==> config.mk <==
export PLATFORM = sky130hd
export DESIGN_NAME = xor_stream_decrypt_rx_flat
export DESIGN_NICKNAME = d
export VERILOG_FILES = /design/src/rtl/xor_stream_decrypt_rx_if.sv /design/src/rtl/xor_stream_decrypt_rx.sv /design/src/flat_wrapper.sv
export SDC_FILE = /design/constraint.sdc
export NUM_CORES = 1
export LEC_CHECK = 0
export CORE_UTILIZATION = 45
export CTS_CLUSTER_DIAMETER = 50
export DETAILED_ROUTE_END_ITERATION = 7
export GPL_ROUTABILITY_DRIVEN = 0
export HOLD_SLACK_MARGIN = 0.15
export PLACE_DENSITY_LB_ADDON = 0.05
export RECOVER_POWER = 100
export SLEW_MARGIN = 20
export SYNTH_ARGS = -nofsm -noshare
export SYNTH_HDL_FRONTEND = slang
export SYNTH_SLANG_ARGS = --single-unit
==> constraint.sdc <==
create_clock -name clk -period 2 [get_ports clk]
set_input_delay 0.4 -clock clk [delete_from_list [all_inputs] [get_ports clk]]
set_output_delay 0.4 -clock clk [all_outputs]
set_load 0.01 [all_outputs]
==> src/rtl/xor_stream_decrypt_rx_if.sv <==
// Serial ciphertext input and plaintext byte output of the XOR stream receiver.
// The receiver sits on the slave side; the cipher/consumer environment is the master.
interface xor_stream_decrypt_rx_if;
    logic       iSer_data;
    logic       iSer_start;
    logic       iSer_end;
    logic [7:0] oByte;
    logic       oByte_valid;
    logic       iByte_ready;

    modport master (
        output iSer_data, iSer_start, iSer_end, iByte_ready,
        input  oByte, oByte_valid
    );

    modport slave (
        input  iSer_data, iSer_start, iSer_end, iByte_ready,
        output oByte, oByte_valid
    );
endinterface

==> src/rtl/xor_stream_decrypt_rx.sv <==
// Deserializes a framed LSB-first ciphertext stream, XORs each byte with the
// repeating key and hands plaintext out through a 2-entry valid/ready FIFO.
module xor_stream_decrypt_rx #(
    parameter int KEY_SIZE = 32,
    parameter int MSG_SIZE = 512
) (
    input  logic                   clk,
    input  logic                   rst_n,
    input  logic                   ena,
    input  logic [KEY_SIZE-1:0]    iKey,
    input  logic                   iKey_load,
    xor_stream_decrypt_rx_if.slave bus,
    output logic                   oFrame_done,
    output logic                   oFrame_err,
    output logic                   oBusy
);
    localparam int K  = KEY_SIZE / 8;
    localparam int CW = $clog2(MSG_SIZE) + 1;
    localparam int IW = (K > 1) ? $clog2(K) : 1;
    localparam logic [CW-1:0] LAST_BIT = CW'(MSG_SIZE - 1);
    localparam logic [IW-1:0] LAST_IDX = IW'(K - 1);

    typedef enum logic [1:0] {IDLE, RECV, DONE} state_e;

    state_e            state_q, state_d;
    logic [K-1:0][7:0] key_q;
    logic [7:0]        sreg_q, sreg_d;
    logic [CW-1:0]     bit_cnt_q, bit_cnt_d;
    logic [IW-1:0]     byte_idx_q, byte_idx_d;
    logic [1:0][7:0]   mem_q, mem_d;
    logic              wr_q, wr_d, rd_q, rd_d;
    logic [1:0]        cnt_q, cnt_d;
    logic              done_q, done_d;
    logic              err_q, err_d;
    logic              push, pop, ovf, err_set, err_clr;
    logic [7:0]        plain;

    // The frame in flight keeps the key it started with.
    always_ff @(posedge clk or negedge rst_n) begin
        if (!rst_n)
            key_q <= '0;
        else if (iKey_load && state_q != RECV)
            key_q <= iKey;
    end

    always_ff @(posedge clk or negedge rst_n) begin
        if (!rst_n) begin
            state_q    <= IDLE;
            sreg_q     <= '0;
            bit_cnt_q  <= '0;
            byte_idx_q <= '0;
            mem_q      <= '0;
            wr_q       <= 1'b0;
            rd_q       <= 1'b0;
            cnt_q      <= '0;
            done_q     <= 1'b0;
            err_q      <= 1'b0;
        end else begin
            state_q    <= state_d;
            sreg_q     <= sreg_d;
            bit_cnt_q  <= bit_cnt_d;
            byte_idx_q <= byte_idx_d;
            mem_q      <= mem_d;
            wr_q       <= wr_d;
            rd_q       <= rd_d;
            cnt_q      <= cnt_d;
            done_q     <= done_d;
            err_q      <= err_d;
        end
    end

    always_comb begin
        state_d    = state_q;
        sreg_d     = sreg_q;
        bit_cnt_d  = bit_cnt_q;
        byte_idx_d = byte_idx_q;
        done_d     = 1'b0;
        push       = 1'b0;
        plain      = '0;
        err_set    = 1'b0;
        err_clr    = 1'b0;
        if (ena) begin
            if (state_q == DONE)
                state_d = IDLE;
            if (bus.iSer_start) begin
                // Inside RECV a start aborts the frame in flight; elsewhere it opens a fresh one.
                if (state_q == RECV)
                    err_set = 1'b1;
                else
                    err_clr = 1'b1;
                sreg_d[0]  = bus.iSer_data;
                bit_cnt_d  = CW'(1);
                byte_idx_d = '0;
                state_d    = RECV;
                if (bus.iSer_end) begin
                    // Frames are whole bytes, so a 1-bit frame is always short.
                    state_d = DONE;
                    err_set = 1'b1;
                end
            end else if (state_q == RECV) begin
                sreg_d[bit_cnt_q[2:0]] = bus.iSer_data;
                bit_cnt_d = bit_cnt_q + CW'(1);
                if (bit_cnt_q[2:0] == 3'd7) begin
                    push       = 1'b1;
                    plain      = {bus.iSer_data, sreg_q[6:0]} ^ key_q[byte_idx_q];
                    byte_idx_d = (byte_idx_q == LAST_IDX) ? '0 : byte_idx_q + IW'(1);
                end
                if (bus.iSer_end || bit_cnt_q == LAST_BIT) begin
                    state_d = DONE;
                    if (bus.iSer_end && bit_cnt_q == LAST_BIT)
                        done_d = 1'b1;
                    else
                        err_set = 1'b1;
                end
            end
        end
    end

    // Output FIFO keeps popping even while the serial side is frozen.
    always_comb begin
        pop   = (cnt_q != 2'd0) && bus.iByte_ready;
        ovf   = push && (cnt_q == 2'd2) && !pop;
        mem_d = mem_q;
        wr_d  = wr_q;
        rd_d  = rd_q;
        if (push && !ovf) begin
            mem_d[wr_q] = plain;
            wr_d        = ~wr_q;
        end
        if (pop)
            rd_d = ~rd_q;
        cnt_d = cnt_q + ((push && !ovf) ? 2'd1 : 2'd0) - (pop ? 2'd1 : 2'd0);
    end

    assign err_d           = (err_q && !err_clr) || err_set || ovf;
    assign bus.oByte       = (cnt_q != 2'd0) ? mem_q[rd_q] : 8'h00;
    assign bus.oByte_valid = (cnt_q != 2'd0);
    assign oFrame_done     = done_q;
    assign oFrame_err      = err_q;
    assign oBusy           = (state_q == RECV);
endmodule

==> src/flat_wrapper.sv <==
// flat-port wrapper written by rule: the top's interface ports become plain ports
module xor_stream_decrypt_rx_flat 
#(
    parameter int KEY_SIZE = 32,
    parameter int MSG_SIZE = 512
)
  (clk, rst_n, ena, iKey, iKey_load, oFrame_done, oFrame_err, oBusy, bus_iSer_data, bus_iSer_start, bus_iSer_end, bus_iByte_ready, bus_oByte, bus_oByte_valid);
  xor_stream_decrypt_rx_if bus_i ();
  input  logic clk;
  input  logic rst_n;
  input  logic ena;
  input  logic [KEY_SIZE-1:0] iKey;
  input  logic iKey_load;
  output logic oFrame_done;
  output logic oFrame_err;
  output logic oBusy;
  input wire logic [$bits(bus_i.iSer_data)-1:0] bus_iSer_data;
  input wire logic [$bits(bus_i.iSer_start)-1:0] bus_iSer_start;
  input wire logic [$bits(bus_i.iSer_end)-1:0] bus_iSer_end;
  input wire logic [$bits(bus_i.iByte_ready)-1:0] bus_iByte_ready;
  output wire logic [$bits(bus_i.oByte)-1:0] bus_oByte;
  output wire logic [$bits(bus_i.oByte_valid)-1:0] bus_oByte_valid;
  assign bus_i.iSer_data = bus_iSer_data;
  assign bus_i.iSer_start = bus_iSer_start;
  assign bus_i.iSer_end = bus_iSer_end;
  assign bus_i.iByte_ready = bus_iByte_ready;
  assign bus_oByte = bus_i.oByte;
  assign bus_oByte_valid = bus_i.oByte_valid;
  xor_stream_decrypt_rx #(.KEY_SIZE(KEY_SIZE), .MSG_SIZE(MSG_SIZE)) u_core (.clk(clk), .rst_n(rst_n), .ena(ena), .iKey(iKey), .iKey_load(iKey_load), .bus(bus_i), .oFrame_done(oFrame_done), .oFrame_err(oFrame_err), .oBusy(oBusy));
endmodule
==> flow_metrics.tcl, run 1 <==
set metrics [dict create \
    netlist.area_leader.share 0.515 \
    reg2regPathDepth 8 \
    crit_type "reg2reg" \
    synth_area_um2 3640 \
    coreArea_um2 7770 \
    rsz0062_at_grt "yes" \
    clock_latency_ns 0.34 \
    port_buffers 51 \
    powerDensity_nw_per_um2 878 \
    start_kind "flop" \
    ys_seq_elements 75 \
    num_vias 2565 \
    ir_worst_vdd_uv 381 \
    wl_um 7300 \
    critPathCaptureType "flop" \
    cts_tree "built" \
    wl_per_cell_um 14.8 \
    outcome "finished, final reports clean" \
    ant_nets 0 \
    synth.mux.area_fraction 0.195 \
    slew_viol_final 0 \
    io-pin-count 52 \
    synth.net_count 350 \
    tightest_slew_ns 0.643 \
    synth_edf_count 0 \
    crit_family "simple AND/OR/NAND/NOR gates" \
    critPathMaxStageDelay_ns 0.40 \
    drt_iter0_drc 150 \
    layout.nets 431 \
    maxCapViolCount 0 \
    diodes 0 \
    critPathMaxFanout 4 \
    grt_pass1_wl_um 13100 \
    timing.critical_path.required_ns 2.23 \
    fill_cells 640 \
    path_cells "ha_2, and3_4, nand3_4, or3_4, ha_4, a21oi_4, a211oi_2, a211o_1" \
    relSlewSlack 0.571 \
    leakage_nw 2.05 \
    fmax_mhz 507 \
    area_delta_synth_final_pct 28.5 \
    dpl.hpwl_um 5330 \
    finalSetupViolCount 0 \
    cts_sinks 75 \
    die-height_um 92.0 \
    start_util 0.469 \
    yosysTopAreaCell "dfrtp_1" \
    ys.flop_type "dfrtp_1" \
    synth-compound-area-share 0.0745 \
    cp.depth 8 \
    slowest_stage "or3_4" \
    overflow 0 \
    cp_data_arrival_time_ns 2.20 \
    grt_usage 0.199 \
    grt_pass1_vias 2647 \
    post_drt_via_cell_ratio 5.21 \
    hold_viol_final 0 \
    post-route-min-period_ns 1.97 \
    synth_area_leaders "dfrtp_1, mux2_2, mux4_2" \
    ys_seq_area_frac 0.515 \
    grt_antenna_before_repair 0 \
    num_rows 32 \
    synthCells 304 \
    dr.pass1.iters 4 \
    crit_buf_inv 0 \
    die_area_um2 8460 \
    path_clk_slew_ns 0.08 \
    ys_types 51 \
    synthAdderAreaFrac 0.0206 \
    final_area_um2 4680 \
    syn_avg_cell_area_um2 12.0 \
    die_x_um 92.0 \
    cts_root_buf "clkbuf_8" \
    drive_gt1_frac 0.264 \
    clock_skew_ns 0.0115 \
    h-tree-depth 3 \
    grt_start_max_net_pins 37 \
    power_mw 4.11 \
    post-route-util 0.603 \
    whs_path_depth 2 \
    clockBufferDepth 2 \
    postPlaceCellArea_um2 4470 \
    synth-xor-area-share 0.0336 \
    synth-simple-area-share 0.127 \
    ys_warn_count 0 \
    synth_common_cells "dfrtp_1, mux2_2, nand2_1" \
    synth_most_common_cell "dfrtp_1" \
    synth_top_family_by_area "multiplexers" \
    hold_class "reg2reg" \
    cts_buffers 9 \
    drc 0 \
    fin_crit_sh 0.986 \
    postSynth.asyncResetShare 1.00 \
]
-- metrics by stage --
stage / cells / TNS [ns] / hold slack (ns) / setup WS [ns]
floorplan: 304 / 0 / 0.104 / 0.0422
global placement: 471 / 0 / 0.342 / 0.00650
detailed placement: 471 / -0.0839 / 0.341 / -0.0839
CTS: 489 / 0 / 0.484 / 0.00466
global route: 492 / -0.0808 / 0.524 / -0.0559
finish: 492 / 0 / 0.479 / 0.0270
-- layout by cell type (no fill, tap or decap), types with 4 or more instances in the layout --
master	instances
xnor2_1	11
mux2i_1	9
dfrtp_1	74
o21ai_0	17
mux4_2	8
dlygate4sd2_1	8
nand3_1	4
mux2_2	38
ha_1	4
clkbuf_1	6
nor3_1	5
dlygate4sd3_1	4
clkdlybuf4s50_1	39
nand2_1	25
inv_1	10
buf_4	21
clkbuf_8	12
a21oi_1	12
nor2_1	25
-- per-layer routing --
metal / vias up / global-route usage / part of all wire
met2: 64 / 0.295 / 0.46
met3: 10 / 0.0340 / 0.042
met4: 0 / 0.0833 / 0.015
li1: 1245 / - / -
met5: - / 0 / 0
met1: 1246 / 0.289 / 0.48
-- flip-flops by register name, summed over array words and instances (netlist names) --
name	cells
u_core.bit_cnt_q	10
u_core.byte_idx_q	2
u_core.cnt_q	2
u_core.key_q	32
u_core.mem_q	16
u_core.oFrame_done	1
u_core.oFrame_err	1
u_core.rd_q	1
u_core.sreg_q	7
u_core.state_q	2
u_core.wr_q	1
-- repair_timing --
item	in CTS	in global routing
endpoints found under the hold margin	23	0
setup buffers	1	3
hold buffers	1	0
endpoints found under the setup margin	10	3
pin swaps	4	4
gates resized for setup	12	3
-- power by group --
part	internal (mW)	switching (mW)	leakage, nW
sequential	1.71	0.166	0.940
clock	0.682	0.543	0.110
combinational	0.590	0.418	1.00
-- cell families (layout without fill, tap and decap cells) --
kind of cell	count (synthesis)	in the layout
AO/OA/AOI/OAI	46	46
XOR/XNOR	14	14
adder cells (fa/ha/maj)	6	6
buffers and inverters	25	111
flip-flops	75	75
multiplexers	56	56
AND/OR/NAND/NOR	82	82
-- worst paths after layout --
check / startpoint / end / slack, ns
setup / recovery: u_core.bit_cnt_q[0] / u_core.oFrame_err / 0.03
hold / removal: u_core.mem_q[12] / u_core.mem_q[12] / 0.48
setup reg to reg: u_core.bit_cnt_q[0] / u_core.oFrame_err / 0.03
hold reg to reg: u_core.mem_q[12] / u_core.mem_q[12] / 0.48
max in group asynchronous: rst_n / u_core.sreg_q[0] / 0.39
min in group asynchronous: rst_n / u_core.bit_cnt_q[5] / 0.61
-- cell type report --
class / instances / area (um^2) / share of cell area
clock inverters: 3 / 43.8 / 0.00935
multi-input cells: 204 / 1660 / 0.355
inverters: 11 / 41.3 / 0.00882
flip-flops and latches: 75 / 1880 / 0.401
well taps: 102 / 128 / 0.0273
repair buffers: 84 / 759 / 0.162
clock buffers: 13 / 169 / 0.0361
-- tightest hold or removal path: stages, from the launching register on --
cell and delay, ns:
dfrtp_1 0.35, nand2_1 0.04, o21ai_0 0.05
No activity file was read; power rests on OpenSTA's default activity.
==> run 2: changes to the inputs <==
CORE_UTILIZATION = 40   (was 45)
==> flow_metrics.tcl, run 2 (synthesis gave the netlist of run 1 again) <==
set metrics [dict create \
    relSlewSlack 0.499 \
    met3_usage 0.0317 \
    postPlaceCellArea_um2 4490 \
    rsz0062_at_grt "yes" \
    die-height_um 97.5 \
    hold_viol_final 0 \
    netSwitchingFraction 0.281 \
    p_int_mw 2.89 \
    ir_worst_vdd_uv 475 \
    tightest_slew_ns 0.752 \
    fmax_mhz 501 \
    grt_antenna_before_repair 0 \
    cts_buffers 9 \
    dr.pass1.iters 4 \
    critPathMaxFanout 2 \
    post-route-min-period_ns 2.00 \
    port_buffers 51 \
    cts_sinks 75 \
    wl_um 7380 \
    cp_data_arrival_time_ns 2.22 \
    start_util 0.416 \
    start_kind "flop" \
    wl_per_cell_um 14.8 \
    fin_crit_sh 0.999 \
    slew_viol_final 0 \
    globalRouteMet2Util 0.254 \
    area_delta_synth_final_pct 28.4 \
    leakage_nw 2.05 \
    critPathCaptureType "flop" \
    timing.critical_path.required_ns 2.22 \
    clock_latency_ns 0.34 \
    overflow 0 \
    drt_iter0_drc 75 \
    powerDensity_nw_per_um2 860 \
    diodes 0 \
    die_x_um 97.5 \
    largest_reg_flops 32 \
    ant_nets 0 \
    final_common_cell "dfrtp_1" \
    switching_power_mw 1.13 \
    h-tree-depth 3 \
    die_area_um2 9500 \
    mostFrequentLayoutCells "dfrtp_1, clkdlybuf4s50_1, mux2_2, nand2_1, buf_4" \
    post_drt_via_cell_ratio 5.09 \
    num_rows 34 \
    drc 0 \
    finalSetupViolCount 0 \
    pwr-share-clk 0.275 \
    clockBufferDepth 2 \
    outcome "finished, final reports clean" \
    seqPwrFrac 0.465 \
    registers.top_by_ff_count "u_core.key_q" \
    grtUsageMet1 0.258 \
    grt_usage 0.173 \
    power_mw 4.02 \
    p_comb_frac 0.259 \
    holdWs_ns 0.480 \
    cts_tree "built" \
    grt_start_max_net_pins 33 \
    dpl.hpwl_um 5370 \
    hold_class "reg2reg" \
    drive_gt1_frac 0.270 \
    largestRegisters "u_core.key_q (32), u_core.mem_q (16), u_core.bit_cnt_q (10)" \
    maxCapViolCount 0 \
    crit_type "reg2reg" \
    cts_root_buf "clkbuf_8" \
    io-pin-count 52 \
    num_vias 2545 \
    final_area_um2 4680 \
    grt_pass1_wl_um 13000 \
    path_clk_slew_ns 0.08 \
    coreArea_um2 8760 \
    layout.nets 434 \
    clock_skew_ns 0.0117 \
    grt_busiest_layer "met1" \
    grt_pass1_vias 2587 \
    post-route-util 0.534 \
]
[run 2: area by class of cell]
class,instances,area (um^2)
fill,809,4090
sequential,75,1880
multi-input combinational,204,1640
timing repair buffer,87,803
tap,108,135
clock buffer,10,128
clock inverter,5,55.1
inverter,11,41.3
[run 2: per-layer routing]
layer  part of all wire  vias up  wire [um]
met3              0.034        5        250
met4             0.0085        0         63
met2               0.45       52       3290
met1               0.51     1241       3770
li1                   -     1247          -
met5                  0        -          0
[run 2: power by group through the flow]
stage | combinational (mW) | clock (mW) | sequential (mW)
floorplan | 0.663 | 0 | 1.83
global placement | 1.03 | 0 | 1.90
detailed placement | 1.04 | 0 | 1.90
CTS | 1.04 | 1.15 | 1.87
global route | 1.15 | 1.22 | 1.90
finish | 1.04 | 1.11 | 1.87
[run 2: worst max-delay path: stages, from the launching register on]
cell and delay [ns]:
dfrtp_1 0.36, ha_2 0.19, and3_4 0.21, nand3_4 0.07, or3_4 0.34, ha_1 0.27
a21oi_1 0.15, a211oi_1 0.07, a211o_1 0.23
[run 2: what timing repair did]
item / 4_1_cts / 5_1_grt
pin swaps: 4 / 0
hold endpoints to repair: 27 / 0
buffers inserted: 2 / 3
hold buffers: 1 / 0
resized for setup: 11 / 0
setup endpoints to repair: 9 / 3
[run 2: worst paths after layout]
kind,cells after the start,to,from,slack (ns)
worst max-delay path,8,u_core.oFrame_err,u_core.bit_cnt_q[1],0.002
worst min-delay path,2,u_core.mem_q[9],u_core.mem_q[9],0.48
worst max register to register,8,u_core.oFrame_err,u_core.bit_cnt_q[1],0.002
worst min register to register,2,u_core.mem_q[9],u_core.mem_q[9],0.48
max in group asynchronous,3,u_core.key_q[16],rst_n,0.32
min in group asynchronous,2,u_core.cnt_q[1],rst_n,0.66
[run 2: per-stage QoR]
stage          TNS [ns]  setup slack, ns  cells
4_1_cts               0          0.00190    497
6_report              0          0.00247    500
2_1_floorplan         0           0.0422    304
3_3_place_gp          0          0.00510    479
5_1_grt          -0.117          -0.0629    500
3_5_place_dp    -0.0555          -0.0426    479
